**src/rtl/excp_ctrl.sv**
```systemverilog
// excp_ctrl -- multicycle exception sequencer.
//
// Accepts exception requests from the main control unit while idle. It then
// steps through EPC save, vector read, an optional memory wait, and PC load,
// and ends with a one-cycle done pulse. The main FSM is stalled
// (excp_busy) from SAVE through LOAD. All outputs are decoded from registered
// state and cause (Moore), so no input reaches an output combinationally.
//
// Optional feature: define EXCP_DIV0_EN to make excp_div0 a lowest-priority
// exception source (code 11). Without it the excp_div0 port is ignored.
//
// Parameters:
//   MEM_LAT       memory wait cycles after the vector read request (0..15)
// Ports:
//   clk           rising-edge clock
//   reset         asynchronous, active-high reset
//   excp_opcode   invalid-opcode request   (code 01, highest priority)
//   excp_ovf      overflow request         (code 10)
//   excp_div0     divide-by-zero request   (code 11, lowest, EXCP_DIV0_EN only)
//   flagExcpCtrl  vector mux select; cause while busy, 00 otherwise
//   epc_write     EPC write enable (SAVE)
//   mem_read      vector byte read (READ)
//   pc_load       PC load from vector byte (LOAD)
//   excp_busy     stall to the main control unit
//   excp_done     one-cycle completion pulse (DONE)
//   cause         sticky code of the last accepted exception
module excp_ctrl #(
    parameter int unsigned MEM_LAT = 2
) (
    input  logic       clk,
    input  logic       reset,
    input  logic       excp_opcode,
    input  logic       excp_ovf,
    input  logic       excp_div0,
    output logic [1:0] flagExcpCtrl,
    output logic       epc_write,
    output logic       mem_read,
    output logic       pc_load,
    output logic       excp_busy,
    output logic       excp_done,
    output logic [1:0] cause
);

    typedef enum logic [2:0] {
        IDLE,
        SAVE,
        READ,
        WAIT,
        LOAD,
        DONE
    } state_t;

    localparam logic [3:0] LAT = MEM_LAT[3:0];

    state_t     state;
    state_t     nextState;
    logic [3:0] waitCnt;
    logic [1:0] reqCode;

    // Later assignments override earlier ones, so the last test wins:
    // opcode > ovf > div0.
`ifdef EXCP_DIV0_EN
    always_comb begin
        reqCode = 2'b00;
        if (excp_div0)   reqCode = 2'b11;
        if (excp_ovf)    reqCode = 2'b10;
        if (excp_opcode) reqCode = 2'b01;
    end
`else
    logic unusedDiv0;
    assign unusedDiv0 = excp_div0;

    always_comb begin
        reqCode = 2'b00;
        if (excp_ovf)    reqCode = 2'b10;
        if (excp_opcode) reqCode = 2'b01;
    end
`endif

    always_comb begin
        nextState = state;
        case (state)
            IDLE:    if (reqCode != 2'b00) nextState = SAVE;
            SAVE:    nextState = READ;
            READ:    nextState = (LAT == 4'd0) ? LOAD : WAIT;
            // The counter was loaded with LAT in READ, so leaving at 1
            // gives exactly LAT cycles in WAIT.
            WAIT:    if (waitCnt == 4'd1) nextState = LOAD;
            LOAD:    nextState = DONE;
            DONE:    nextState = IDLE;
            default: nextState = IDLE;
        endcase
    end

    always_ff @(posedge clk or posedge reset) begin
        if (reset) begin
            state   <= IDLE;
            waitCnt <= '0;
            cause   <= '0;
        end else begin
            state <= nextState;
            if (state == IDLE && reqCode != 2'b00) begin
                cause <= reqCode;
            end
            if (state == READ) begin
                waitCnt <= LAT;
            end else if (state == WAIT) begin
                waitCnt <= waitCnt - 4'd1;
            end
        end
    end

    assign epc_write    = (state == SAVE);
    assign mem_read     = (state == READ);
    assign pc_load      = (state == LOAD);
    assign excp_done    = (state == DONE);
    assign excp_busy    = (state == SAVE) || (state == READ) ||
                          (state == WAIT) || (state == LOAD);
    assign flagExcpCtrl = excp_busy ? cause : 2'b00;

endmodule

```
**config.mk**
```make
export PLATFORM = sky130hd
export DESIGN_NAME = excp_ctrl
export DESIGN_NICKNAME = d
export VERILOG_FILES = /design/src/rtl/excp_ctrl.sv
export SDC_FILE = /design/constraint.sdc
export NUM_CORES = 1
export LEC_CHECK = 0
export ABC_AREA = 1
export CAP_MARGIN = 25
export CORE_AREA = 2 2 39 41
export CTS_BUF_LIST = sky130_fd_sc_hd__clkbuf_8
export CTS_CLUSTER_SIZE = 24
export DETAILED_ROUTE_END_ITERATION = 8
export DIE_AREA = 0 0 41 43
export HOLD_SLACK_MARGIN = 0.15
export MAX_ROUTING_LAYER = met4
export PLACE_DENSITY = 0.75
export SYNTH_ARGS = -nofsm -noshare
export SYNTH_HDL_FRONTEND = slang
export SYNTH_SLANG_ARGS = --single-unit
```
**constraint.sdc**
```tcl
create_clock -name clk -period 1.2 [get_ports clk]
set_clock_uncertainty 0.15 [all_clocks]
set_input_delay 0.3 -clock clk [delete_from_list [all_inputs] [get_ports clk]]
set_output_delay 0.3 -clock clk [all_outputs]
set_load 0.01 [all_outputs]
```
==> results of run 1 <==
-- sequential cells by signal, summed over array words and instances, names as in the netlist --
register / flops
waitCnt: 4
state: 3
cause: 2
-- cells in the final DEF, fill, tap and decap left out, types with 2 or more instances in the layout --
master	count
clkbuf_8	3
nand2_4	2
inv_2	8
dfrtp_1	8
clkdlybuf4s50_1	3
buf_2	6
inv_1	10
o21ai_1	3
nor2_4	2
a21oi_2	2
buf_6	11
nand2_1	6
nor2_2	5
nand4_1	2
buf_4	11
nor2_1	7
nand2_2	8
ha_1	2
-- per-stage QoR --
stage               util [%]  power [mW]
floorplan                  -       1.296
global placement       55.06       1.946
detailed placement     55.06       1.974
CTS                    62.66       2.517
global route           66.46       2.871
finish                 66.46       2.663
-- cells by family after synthesis --
group	Yosys count	share of synthesized area [%]
compound gates	8	8.038
fa+ha+maj	2	4.727
buf+inv	17	12.06
flops	9	42.55
simple gates	35	32.62
-- path summary, 6_finish.rpt --
path | from | slack [ns] | endpoint | depth (start not counted)
max reg2reg | state[2] | -0.14 | waitCnt[1] | 6
min reg2reg | waitCnt[3] | 0.41 | waitCnt[3] | 2
max in group asynchronous | reset | 0.45 | state[2] | 2
min | reset | 0.18 | waitCnt[2] | 2
max | state[1] | -0.39 | flagExcpCtrl[0] | 6
min in group clk | waitCnt[3] | 0.41 | waitCnt[3] | 2
-- per-layer routing --
| layer | routed length, microns | up-vias | track usage (%) | share of wire, % |
|---|---|---|---|---|
| met5 | 0 | - | - | 0 |
| met4 | 0 | 0 | 8.000 | 0 |
| met3 | 67 | 0 | 3.665 | 4.9 |
| met2 | 742 | 12 | 29.69 | 55 |
| met1 | 545 | 241 | 20.74 | 40 |
| li1 | - | 285 | - | - |
-- final cells by class --
cell class / count / area (sq um) / share of cell area [%]
tap: 16 / 20.02 / 2.177
clock inverter: 1 / 3.754 / 0.4082
clock buffer: 3 / 41.29 / 4.490
multi-input combinational: 45 / 297.8 / 32.38
inverter: 17 / 63.81 / 6.939
sequential: 9 / 226.5 / 24.63
timing repair buffer: 31 / 266.5 / 28.98
-- power groups by stage --
| stage | logic, mW | clock network [mW] | registers (mW) |
|---|---|---|---|
| global route | 1.92 | 0.374 | 0.576 |
| floorplan | 0.723 | 0 | 0.573 |
| detailed placement | 1.41 | 0 | 0.560 |
| CTS | 1.60 | 0.349 | 0.563 |
| finish | 1.76 | 0.341 | 0.562 |
| global placement | 1.40 | 0 | 0.549 |
-- worst reg2reg max path, cell delays in order (launching register included) --
cell and delay (ns):
dfrtp_2 0.43, inv_2 0.07, buf_6 0.13, nand2_4 0.07, nor2_4 0.18, buf_4 0.14
a22oi_2 0.04
-- what timing repair did --
item / CTS / global route
endpoints found under the setup margin: 14 / 18
pin swaps: 7 / 7
setup buffers: 9 / 5
gates resized for setup: 53 / 15
==> reports/qor.yml, run 1 <==
route:
  viasPerCell: 4.410
  firstDrtPassIters: 4
  via_count: 538
  drt_drc_violations_left: 0
  postRouteWirelength_microns: 1355
  drt-initial-drc-count: 13
  wire_per_inst_microns: 11.11
  ant_nets: 0
outcome:
  status: "complete, but fails checks"
  violations: "setup timing"
worst_setup_path:
  cp.arrival_ns: 1.14
  crit_slowest_cell: "dfrtp_1"
  crit_fanout: 4
  cp-end-kind: "output port"
  crit_family: "flip-flops"
  critPathMaxStageDelay_ns: 0.42
  required_ns: 0.75
  cp_num_buf_inv: 2
  critPathLaunchType: "flop"
  crit_type: "flop to output port"
  path_cells: "nor2_2 > nand2_2 > nand2_2 > inv_2 > nor2_2 > buf_2"
finish:
  final_cells: 122
  antenna_cells: 0
  layout.cell_area.non_filler_sq_um: 919.6
  area_growth_pct: 73.76
  drive_above_1_share_pct: 57.55
  fin_nets: 114
  fill_cells: 109
timing:
  max_slew_margin_pct: 77.23
  rsz0062_at_grt: "yes"
  layout_min_cycle_time_ns: 1.594
  finalSetupViolCount: 15
  hold_violations: 0
  slew_violations: 0
  fin_crit_sh_pct: 132.8
  fin_hold_ws_ns: 0.1770
  worstMarginPinSlew_ns: 0.3411
  fin_ws_ns: -0.3935
  fmax_ghz: 0.6275
  tns_ns: -2.987
synthesis:
  syn_area_sq_um: 529.3
  synth_nets: 78
  yosys_warnings: 0
  avgSynthCellArea_sq_um: 7.454
  synthDominantCellAreaShare_pct: 42.55
  async_flop_share_pct: 100.0
  synth_seq_area_share_pct: 42.55
  synth_most_common_cell: "nand2_1"
  yosys.cell_types.count: 16
  synth_common_cells: "14 x nand2_1, 11 x inv_1, 10 x nor2_1"
  synth_cells: 71
  yosysTopAreaCell: "dfrtp_1"
  synth_edf_count: 0
  ys_top_cells_by_area: "dfrtp_1 43%, nand2_1 9.9%, inv_1 7.8%"
  ys_ff_latch: 9
  synth_flop_cell: "dfrtp_1"
clocking:
  max-clock-path-buffers: 2
  postCtsHoldBufs: 0
  cts-buffers-inserted: 3
  path_clk_slew_ns: 0.05
  insertion_delay_ns: 0.23
  cts_sinks: 9
  cts_tree: "done"
  cts_root_buf: "clkbuf_8"
  cts_max_level: 1
grt:
  grt.overflow.total: 0
  grt_antenna_before_repair: 0
  grt_pass1_wl_microns: 2139
  track_usage_pct: 18.33
  grt_max_degree: 10
  grt_pass1_vias: 542
placement:
  post_dp_cell_area_sq_um: 762.0
  dpl.cell_count: 110
  gp_congestion: 0.7076
  dp_slack_ns: -0.5735
  portBuffers: 12
  hpwl_microns: 884.7
die:
  fp.dieW_microns: 41
  rows: 14
  die-area_sq_um: 1763
  start_util_pct: 38.25
  io_pins: 14
  core_sq_um: 1384
  fp.dieH_microns: 43
power:
  intPower_mw: 1.569
  seqPwrFrac_pct: 21.1
  power_density_nw_per_um2: 2896
  netSwitchingPower_mw: 1.094
  switching_share_pct: 41.09
  peakVddDrop_uv: 1302
  pwr-share-clk_pct: 12.8
  combinationalPowerShare_pct: 66.1
  cellLeakagePower_nw: 0.4942
min_path:
  hp-class: "input port to async pin"
run:
  maxCapViolCount: 0
Note: power is estimated with default switching activity, not from simulation.
==> inputs of run 2 (changes only) <==
- CORE_AREA: 2 2 39 41 -> not set
- CORE_UTILIZATION: not set -> 25
- DIE_AREA: 0 0 41 43 -> not set
- PLACE_DENSITY: 0.75 -> 0.53
- SKIP_CTS_REPAIR_TIMING: not set -> 1
==> run 2 against run 1 <==
Effect of this change: the flow still finishes with violations (setup timing); total power down 9.7%; combinational power fell by 15%; clock power about the same.
==> reports/qor.yml, run 2 (synthesis results as in run 1) <==
power:
  switching_share_pct: 40.43
  cellLeakagePower_nw: 0.4740
  report.power.total_mw: 2.405
  pwr-share-clk_pct: 14.3
  combinationalPowerShare_pct: 62.6
  intPower_mw: 1.432
  netSwitchingPower_uw: 972.3
  peakVddDrop_uv: 1195
  seqPwrFrac_pct: 23.2
  power_density_nw_per_um2: 2797
worst_setup_path:
  r2r_end: "state[2]"
  crit_fanout: 3
  critPathLaunchType: "flop"
  r2r_slack_ns: -0.12
  critPathCapture: "flagExcpCtrl[0]"
  cp-end-kind: "output port"
  rr_worst_depth: 7
  cp.depth: 6
  cp.arrival_ns: 1.21
  cp-startpoint: "state[1]"
  required_ns: 0.75
  cp_num_buf_inv: 3
  crit_slowest_cell: "dfrtp_1"
  reg2reg_from: "state[1]"
  critPathMaxStageDelay_ns: 0.40
  path_cells: "buf_6 > o21ai_1 > nand2_2 > inv_2 > nor2_2 > buf_2"
  crit_type: "flop to output port"
  crit_family: "flip-flops"
clocking:
  cts-buffers-inserted: 3
  cts_root_buf: "clkbuf_8"
  max-clock-path-buffers: 2
  cts_max_level: 1
  insertion_delay_ns: 0.23
  cts_tree: "done"
  cts_sinks: 9
  path_clk_slew_ns: 0.05
timing:
  finalSetupViolCount: 16
  hold_violations: 0
  fin_hold_ws_ns: 0.1945
  layout_min_cycle_time_ns: 1.657
  fin_ws_ns: -0.4570
  rsz0062_at_grt: "yes"
  slew_violations: 0
  fmax_ghz: 0.6035
  fin_crit_sh_pct: 138.1
  max_slew_margin_pct: 75.93
  worstMarginPinSlew_ns: 0.3606
grt:
  track_usage_pct: 11.14
  grt_pass1_wl_microns: 1683
  grt_antenna_before_repair: 0
  grt_pass1_vias: 415
  grt_max_degree: 10
  grt.overflow.total: 0
die:
  io_pins: 14
  die-area_sq_um: 2305
  core_sq_um: 1982
  fp.dieW_microns: 48.01
  fp.dieH_microns: 48.01
  start_util_pct: 26.70
  rows: 16
finish:
  regArea_sq_um: 226.5
  largest_registers: "waitCnt x4, state x3, cause x2"
  regMostFlops: "waitCnt"
  fill_cells: 195
  fin_nets: 110
  multi_input_area_sq_um: 265.3
  drive_above_1_share_pct: 47.06
  final_util_pct: 43.37
  area_growth_pct: 62.41
  final_cell_mix: "12 x buf_4, 11 x nand2_1, 10 x inv_1"
  final_cells: 129
  final_common_cell: "buf_4"
  largest_reg_flops: 4
  antenna_cells: 0
route:
  wl_met2_microns: 494
  viasPerCell: 3.930
  wl_met3_microns: 46
  wire_per_inst_microns: 8.651
  drt_drc_violations_left: 0
  ant_nets: 0
  drt-initial-drc-count: 4
  met1_length_microns: 575
  firstDrtPassIters: 4
  postRouteWirelength_microns: 1116
  via_count: 507
  highest_layer: "met3"
placement:
  dpl.cell_count: 122
  hpwl_microns: 903.9
  portBuffers: 12
  gp_congestion: 0.7582
run:
  maxCapViolCount: 0
min_path:
  hp-class: "input port to async pin"
outcome:
  status: "complete, but fails checks"
  violations: "setup timing"
[run 2: area by class of cell]
cell class	count	area share (%)
clock inverters	1	0.4367
clock buffers	3	4.803
flip-flops and latches	9	26.35
repair buffers	27	26.20
multi-input cells	45	30.86
well taps	27	3.930
inverters	17	7.424
[run 2: metrics by stage]
stage                     TNS, ns  area (sq um)  worst slack, ns
after global placement     -4.525         783.3          -0.5756
after floorplan           -0.4335         539.3          -0.1908
after detailed placement   -4.518         783.3          -0.5943
after global routing       -4.435         859.6          -0.5365
final                      -3.369         859.6          -0.4570
after CTS                  -6.646         828.3          -0.8476
[run 2: worst reg2reg max path, stage by stage (launching register included)]
cell	delay [ns]
dfrtp_1	0.40
buf_6	0.13
nor2_4	0.08
buf_4	0.11
buf_4	0.10
nand4_1	0.10
nand2_1	0.09
nor2_2	0.04
[run 2: power groups by stage]
stage | combinational [mW] | sequential [mW] | clock [mW]
5_1_grt | 1.68 | 0.580 | 0.367
3_5_place_dp | 1.44 | 0.554 | 0
2_1_floorplan | 0.723 | 0.573 | 0
6_report | 1.50 | 0.557 | 0.343
3_3_place_gp | 1.45 | 0.552 | 0
4_1_cts | 1.45 | 0.549 | 0.354
[run 2: metal layers]
layer  vias to the layer above  GRT usage [%]
li1                        278              -
met5                         -              -
met1                       219          16.29
met3                         0          2.264
met4                         0          5.000
met2                        10          14.32
[run 2: worst min-delay path by stage]
stage	endpoint	slack, ns	depth (start not counted)
final	state[0]	0.19	2
after CTS	state[2]	0.21	2
after floorplan	cause[0]	-0.02	1
after global routing	state[1]	0.24	2
after detailed placement	waitCnt[3]	0.39	2
after global placement	waitCnt[3]	0.37	2
